### src/rtl/duck_reg_write_arbiter.sv
// Round-robin write arbiter that commits duck position/status register writes
// only during vertical blanking, one req/ack transaction at a time.
//
// state | meaning
// ------+-------------------------------------------------------------
// IDLE  | waiting for vblank with at least one request pending
// WRITE | latched data on the D buses, load strobe to the target duck
// ACK   | completion pulse to the winner, round-robin pointer advances
module duck_reg_write_arbiter #(
   parameter int NUM_REQ   = 3,
   parameter int NUM_DUCKS = 2,
   parameter int IDX_W     = 3
) (
   input  logic                     clk_i,
   input  logic                     rst_n_i,
   input  logic                     vblank_i,
   input  logic [NUM_REQ-1:0]       req_i,
   input  logic [NUM_REQ*IDX_W-1:0] req_idx_i,
   input  logic [NUM_REQ*20-1:0]    req_pos_i,
   input  logic [NUM_REQ*2-1:0]     req_stat_i,
   input  logic [NUM_REQ-1:0]       req_we_pos_i,
   input  logic [NUM_REQ-1:0]       req_we_stat_i,
   output logic [NUM_REQ-1:0]       ack_o,
   output logic [NUM_DUCKS-1:0]     pos_load_o,
   output logic [19:0]              pos_d_o,
   output logic [NUM_DUCKS-1:0]     stat_load_o,
   output logic [1:0]               stat_d_o,
   output logic                     busy_o,
   output logic                     idx_err_o
);

   localparam int PTR_W = (NUM_REQ > 1) ? $clog2(NUM_REQ) : 1;

   localparam logic [1:0] S_IDLE  = 2'd0;
   localparam logic [1:0] S_WRITE = 2'd1;
   localparam logic [1:0] S_ACK   = 2'd2;

   localparam logic [NUM_DUCKS-1:0] DUCK_ONE = {{(NUM_DUCKS-1){1'b0}}, 1'b1};
   localparam logic [NUM_REQ-1:0]   REQ_ONE  = {{(NUM_REQ-1){1'b0}}, 1'b1};
   localparam logic [PTR_W-1:0]     PTR_LAST = PTR_W'(NUM_REQ - 1);

   logic [1:0]       state_q, state_d;
   logic [PTR_W-1:0] rr_ptr_q, rr_ptr_d;
   logic [PTR_W-1:0] win_q;
   logic [IDX_W-1:0] idx_q;
   logic [19:0]      pos_q;
   logic [1:0]       stat_q;
   logic             we_pos_q;
   logic             we_stat_q;

   logic             found;
   logic [PTR_W-1:0] grant;
   logic [PTR_W-1:0] cand;
   logic             grant_en;
   logic             idx_ok;

   // First asserted request scanning upward from rr_ptr with wrap.
   always_comb begin
      found = 1'b0;
      grant = '0;
      cand  = '0;
      for (int i = 0; i < NUM_REQ; i++) begin
         cand = PTR_W'((int'(rr_ptr_q) + i) % NUM_REQ);
         if (!found && req_i[cand]) begin
            found = 1'b1;
            grant = cand;
         end
      end
   end

   assign grant_en = (state_q == S_IDLE) && vblank_i && found;

   always_comb begin
      state_d  = state_q;
      rr_ptr_d = rr_ptr_q;
      case (state_q)
         S_IDLE:  if (grant_en) state_d = S_WRITE;
         S_WRITE: state_d = S_ACK;
         S_ACK: begin
            state_d  = S_IDLE;
            rr_ptr_d = (win_q == PTR_LAST) ? '0 : win_q + PTR_W'(1);
         end
         default: state_d = S_IDLE;
      endcase
   end

   always_ff @(posedge clk_i or negedge rst_n_i) begin
      if (!rst_n_i) begin
         state_q   <= S_IDLE;
         rr_ptr_q  <= '0;
         win_q     <= '0;
         idx_q     <= '0;
         pos_q     <= '0;
         stat_q    <= '0;
         we_pos_q  <= 1'b0;
         we_stat_q <= 1'b0;
      end else begin
         state_q  <= state_d;
         rr_ptr_q <= rr_ptr_d;
         if (grant_en) begin
            win_q     <= grant;
            idx_q     <= req_idx_i[int'(grant)*IDX_W +: IDX_W];
            pos_q     <= req_pos_i[int'(grant)*20 +: 20];
            stat_q    <= req_stat_i[int'(grant)*2 +: 2];
            we_pos_q  <= req_we_pos_i[grant];
            we_stat_q <= req_we_stat_i[grant];
         end
      end
   end

   // Out-of-range indices produce an error pulse instead of a stray load.
   assign idx_ok = int'(idx_q) < NUM_DUCKS;

   always_comb begin
      pos_load_o  = '0;
      stat_load_o = '0;
      idx_err_o   = 1'b0;
      ack_o       = '0;
      if (state_q == S_WRITE) begin
         if (idx_ok) begin
            if (we_pos_q)  pos_load_o  = DUCK_ONE << idx_q;
            if (we_stat_q) stat_load_o = DUCK_ONE << idx_q;
         end else begin
            idx_err_o = 1'b1;
         end
      end
      if (state_q == S_ACK) ack_o = REQ_ONE << win_q;
   end

   assign pos_d_o  = pos_q;
   assign stat_d_o = stat_q;
   assign busy_o   = (state_q != S_IDLE);

endmodule

### config.mk
export PLATFORM = sky130hd
export DESIGN_NAME = duck_reg_write_arbiter
export DESIGN_NICKNAME = d
export VERILOG_FILES = /design/src/rtl/duck_reg_write_arbiter.sv
export SDC_FILE = /design/constraint.sdc
export NUM_CORES = 1
export LEC_CHECK = 0
export BUFFER_PORTS_ARGS = -buffer_cell sky130_fd_sc_hd__buf_2
export CAP_MARGIN = 20
export CORE_UTILIZATION = 40
export CTS_BUF_LIST = sky130_fd_sc_hd__clkbuf_4 sky130_fd_sc_hd__clkbuf_8
export DETAILED_ROUTE_END_ITERATION = 10
export PLACE_DENSITY = 0.67
export SLEW_MARGIN = 20
export SYNTH_ARGS = -nofsm -noshare
export SYNTH_HDL_FRONTEND = slang
export SYNTH_SLANG_ARGS = --single-unit
### constraint.sdc
create_clock -name clk_i -period 3.1 [get_ports clk_i]
set_input_delay 0.155 -clock clk_i [delete_from_list [all_inputs] [get_ports clk_i]]
set_output_delay 0.155 -clock clk_i [all_outputs]
set_load 0.01 [all_outputs]
After elaboration in Yosys (flattened, before gate mapping)
Index checks and enable logic that the tools add are counted.
{"block": "word_totals", "elab_cells": 66, "in_bits": 87, "register_bits": 33}
{"block": "classes", "n_reduce_logical": 8, "magnitude_cmp": 5, "eq_ne": 4, "add_sub_neg": 3, "shift": 5, "n_div": 3, "mul": 2, "muxes": 28}
{"cell": "32-bit by 3-bit remainder unit with 32-bit output (second input constant)", "count": 2}
{"cell": "60-bit by 8-bit variable part select with 20-bit output", "count": 1}
{"cell": "3-bit by 3-bit remainder unit with 32-bit output (second input constant)", "count": 1}
{"cell": "2-bit 2-to-1 mux", "count": 11}
{"cell": "2-bit by 3-bit < comparator with 1-bit output (second input constant)", "count": 4}
{"cell": "1-bit binary-select mux with 2-bit select", "count": 5}
{"cell": "1-bit 2-to-1 mux", "count": 10}
{"cell": "9-bit by 5-bit variable part select with 3-bit output", "count": 1}
{"cell": "6-bit by 4-bit variable part select with 2-bit output", "count": 1}
{"cell": "2-bit by 3-bit multiplier with 5-bit output (second input constant)", "count": 1}
{"cell": "2-bit == test (second input constant)", "count": 2}
{"cell": "1-bit logical AND", "count": 4}
{"cell": "2-bit by 2-bit multiplier with 4-bit output (second input constant)", "count": 1}
{"cell": "2-bit one-hot mux with 2 select lines", "count": 1}
{"cell": "2-bit by 1-bit adder with 3-bit output (second input constant)", "count": 1}
{"cell": "2-bit by 2-bit adder with 3-bit output (second input constant)", "count": 1}
{"cell": "3-bit by 2-bit < comparator with 1-bit output (second input constant)", "count": 1}
{"cell": "3-bit 2-to-1 mux", "count": 1}
{"cell": "1-bit by 2-bit left shift with 3-bit output (first input constant)", "count": 1}
{"cell": "1-bit by 3-bit left shift with 2-bit output (first input constant)", "count": 1}
{"cell": "2-bit by 1-bit adder with 2-bit output (second input constant)", "count": 1}
{"cell": "2-bit by 1-bit == test with 1-bit output (second input constant)", "count": 1}
{"cell": "1-bit logical NOT", "count": 2}
{"cell": "2-bit logical NOT", "count": 1}
{"cell": "2 further kinds", "count": 2}

Logic depth before layout (Yosys ltp)
{"block": "logic_depth", "depth_word": 13, "mapped_depth": 10}

Least setup slack after synthesis
OpenSTA, ideal clock, no wires.
{"block": "synth_timing", "kind": "flip-flop to flip-flop", "start": "register rr_ptr_q[0]", "end": "register idx_q[0]", "stages_incl_launch_ff": 10, "setup_ps": 132, "path_buffers": 2, "path_slack_ps": 690, "period_less_slack_ps": 2410, "t_required_ps": 2968, "arrival_time_ps": 2279, "cell_sequence": "dfrtp_1 inv_1 ha_1 nand2b_1 a211o_1 a311oi_4 or3_1 buf_4 buf_6 o211ai_2"}
{"block": "synth_between", "elab_chain_len": 12, "elab_cells_between_ends": 24}
{"item": "from (decl)", "line_no": "43", "source": "logic [PTR_W-1:0] rr_ptr_q, rr_ptr_d;"}
{"item": "from (signal assigned)", "line_no": "99", "source": "rr_ptr_q <= rr_ptr_d;"}
{"item": "parallel branches: the longest is 12 deep, another holds 32-bit by 3-bit remainder unit with 32-bit output"}
{"item": "to (signal assigned)", "line_no": "102", "source": "idx_q <= req_idx_i[int'(grant)*IDX_W +: IDX_W];"}
{"item": "to (decl)", "line_no": "45", "source": "logic [IDX_W-1:0] idx_q;"}
Several ways; the timed one is not identified. The select of a mux whose other input is x is not followed.
A chain may end at the register's enable or synchronous reset.

Worst setup path after layout
{"block": "layout_timing", "start": "register rr_ptr_q[1]", "end": "register we_pos_q"}
{"block": "layout_between", "elab_chain_len": 12, "elab_cells_between_ends": 24}
{"item": "parallel branches: the longest is 12 deep, another holds 32-bit by 3-bit remainder unit with 32-bit output"}
{"item": "to (signal assigned)", "line_no": "105", "source": "we_pos_q <= req_we_pos_i[grant];"}
{"item": "to (decl)", "line_no": "48", "source": "logic we_pos_q;"}
Several ways; the timed one is not identified. The select of a mux whose other input is x is not followed.

==> impl_results.md <==
* Worst Skew at 0.00646 ns
* GR Overflow Total at 0
* Post-synthesis sequential area ratio at 26.9%
* Hold Path Class: in -> reg
* Pleak at 2.01 nW
* CORE AREA at 7330 sq um
* DR vias at 3,362
* IO Count at 118
* Worst-skew pair later-pin latency at 0.29 ns
* Setup tns final at 0 ns
* Initial Util at 41.9%
* Final Non-Filler Cells at 578
* Layout area overhead at 26.8%
* Layout cells sized above 1 at 35.5%
* Bufs on Longest Clock Path at 2
* Peak supply drop at about 0.32 mV
* Post-synth EDFFs at 0
* Internal power at 1.85 mW
* Largest net degree at the start of global routing at 56
* Share of power burned in registers at around a fifth
* CTS Buf Count at 5
* Final Net Count at 569
* Filler cells at 690
* Clk sinks at 33
* Top FF cell, synth: dfrtp_1
* Clk slew on worst S/H paths at 0.08 ns
* RSZ-0062 raised after global routing: no
* GRT Util Overall at 25.3%
* Final hold violation count at 0
* Setup crit start kind: flop
* Setup crit end kind: flop
* Max FO, Critical Path at 16
* Status: complete, no violations
* H-Tree Depth at 2
* Measured slew at the worst slew-check pin at 0.802 ns
* Synth Net Count at 466
* WP data arrival at 2.97 ns
* Antenna Violating Nets Remaining at 0
* CTS tree: yes
* NetSw at 1.90 mW
* Pre-CTS setup slack at 0.117 ns
* Sw frac at between 50% and 60%
* Clock share of power at a little under a tenth
* Max-cap violations at 0
* Synth Warn # at 0
* Max-slew violations at 0
* Library cells used by synthesis at 32
* Die height at 89.6 um
* CP max stage delay at roughly 0.45 ns
* Yosys reg bits at 33
* Max frequency at 356 MHz
* Post-Syn Area at about 3100 sq um
* Vias per cell at 5.82
* Largest family of logic cells by synthesized area: compound AO/OA/AOI/OAI gates
* Final setup viols at 0
* CP required at between 3 and 4 ns
* Mux contribution to synthesized area at 2.44%
* Dpl hpwl at 6770 um
* Initial DRC Count at about 190
* Minimum clock period at 2.81 ns
* Final Util at 53.1%
* Post-synthesis adder-cell area fraction at 1.63%
* Post-Place Cells at 568
* # DRC at 0
* Gate power share at a little over two thirds
* XOR/XNOR Fraction of Synth Area at 0%
* Fraction of registers with async set or reset after synthesis at 100%
* Max transition margin at 46.5%
* Setup Buffers After CTS at 0
* Vias in the first global route at 3,162
* Routed WL at between 10,000 and 15,000 um
* 1st-pass router iterations at 5
* Port bufs at 117
* First-pass GRT wire length at 15,600 um
* Delay-heaviest family, CP: multiplexers
* Setup ws final at 0.290 ns
* Chip Width at 89.6 um
* Initial antenna violation count at 0
* Hold Slack at 0.140 ns
* Die area at 8030 sq um
* Row count at 31
* Synth Area in Compound Gates at 33.1%
* Reg2reg setup slack at 0.29 ns
* Inserted Diodes at 0
* CP Cell Sequence: inv_1, ha_2, mux2i_1, mux2_2, a31o_1, buf_4, clkinvlp_4, o211ai_1, o211ai_2
* Power density over cell area at slightly below 1000 nW/um^2
* GP Congestion at a little over 0.8
* Synth Instances at between 300 and 400
* Mapped Avg Cell Area at 8.19 sq um
* Crit path max-delay cell type: mux2i_1
* WP buf/inv at 3
* Final Cycle Share at 90.7%
* Synth Area in Simple Gates at between 20% and 30%
* DR WL/cell at 17.5 um
* Clk root buf: clkbuf_8
* WS Path Type: reg -> reg
## power groups by stage
| stage | sequential (mW) | combinational (mW) | clock [mW] |
|---|---|---|---|
| 4_1_cts | 0.774 | 2.59 | 0.364 |
| 6_report | 0.776 | 2.62 | 0.356 |
| 5_1_grt | 0.799 | 2.87 | 0.385 |
| 3_5_place_dp | 0.777 | 2.58 | 0 |
| 2_1_floorplan | 0.812 | 1.81 | 0 |
| 3_3_place_gp | 0.778 | 2.52 | 0 |
## metrics by stage
stage | power, mW | instance area (sq um)
after global routing | 4.06 | 3890
after global placement | 3.30 | 3780
after floorplan | 2.62 | 3070
final | 3.75 | 3890
after CTS | 3.73 | 3880
after detailed placement | 3.36 | 3780
## placed cells by master, fill, tap and decap left out, drive strengths merged, types with 4 or more instances in the layout
cell type,n
buf,132
nand2,60
o211ai,54
dfrtp,33
nand2b,32
nor3,30
a21oi,30
o211a,27
nor4b,27
inv,7
clkbuf,7
nor2,6
ha,4
mux2i,4
## registers in the layout, indices dropped and copies added (netlist names)
register	count
idx_q	3
we_stat_q	1
win_q	2
rr_ptr_q	2
we_pos_q	1
stat_d_o	2
state_q	2
pos_d_o	20
## cell type report
class,instances,area (sq um),area share [%]
timing repair buffer,133,721,18.5
clock inverter,1,7.51,0.193
clock buffer,7,83.8,2.15
inverter,8,33.8,0.868
tap,99,124,3.18
multi-input combinational,296,2090,53.7
timing repair inverter,1,7.51,0.193
sequential,33,826,21.2
## synthesized netlist by cell type (2+ instances only)
master / number / area share (%)
nand2_1: 60 / 7.3
o211ai_1: 35 / 8.6
dfrtp_1: 33 / 27
clkbuf_1: 32 / 3.9
nand2b_1: 32 / 6.5
a21oi_1: 30 / 4.9
nor3_1: 30 / 4.9
nor4b_1: 27 / 7.7
o211a_1: 27 / 8.8
o211ai_2: 19 / 7.7
inv_1: 8 / 0.98
nor2_1: 6 / 0.73
ha_1: 4 / 1.6
buf_2: 3 / 0.49
mux2i_1: 3 / 0.98
nor3b_1: 3 / 0.73
o21a_1: 3 / 0.73
a21o_1: 2 / 0.49
and3_1: 2 / 0.41
buf_6: 2 / 0.73
mux2_2: 2 / 0.73
nor2b_1: 2 / 0.41
## cell families (layout without fill, tap and decap cells)
| kind of cell | after synthesis | in the layout |
|---|---|---|
| simple gates | 165 | 165 |
| compound gates | 121 | 121 |
| buf+inv | 46 | 150 |
| flops | 33 | 33 |
| mux | 6 | 6 |
| fa+ha+maj | 4 | 4 |
## worst paths after layout
kind,start,to,cells past startpoint
hold / removal,req_pos_i[54],pos_d_o[14]$_DFFE_PN0P_,3
min in group asynchronous,rst_n_i,pos_d_o[12]$_DFFE_PN0P_,2
setup / recovery,rr_ptr_q[1]$_DFFE_PN0P_,we_pos_q$_DFFE_PN0P_,9
max in group asynchronous,rst_n_i,rr_ptr_q[0]$_DFFE_PN0P_,2
hold reg to reg,pos_d_o[2]$_DFFE_PN0P_,pos_d_o[2]$_DFFE_PN0P_,2
setup reg to reg,rr_ptr_q[1]$_DFFE_PN0P_,we_pos_q$_DFFE_PN0P_,9
## metal layers
metal / vias to the layer above / part of all wire, % / global-route usage, %
li1: 1601 / - / -
met1: 1631 / 46 / 34.5
met2: 119 / 47 / 42.0
met3: 11 / 5.1 / 2.74
met4: 0 / 1.5 / 8.66
met5: - / 0 / 0
## tightest hold or removal path, delay by kind of cell
| family | cells | cell delay [ns] |
|---|---|---|
| buffers and inverters | 1 | 0.08 |
| AOI/OAI and AO/OA | 2 | 0.17 |
## repair_timing
item,in CTS,in global routing
resized for setup,0,2
hold buffers,1,0
setup endpoints to repair,0,27
hold endpoints to repair,33,0
No activity file was read; power rests on OpenSTA's default activity.
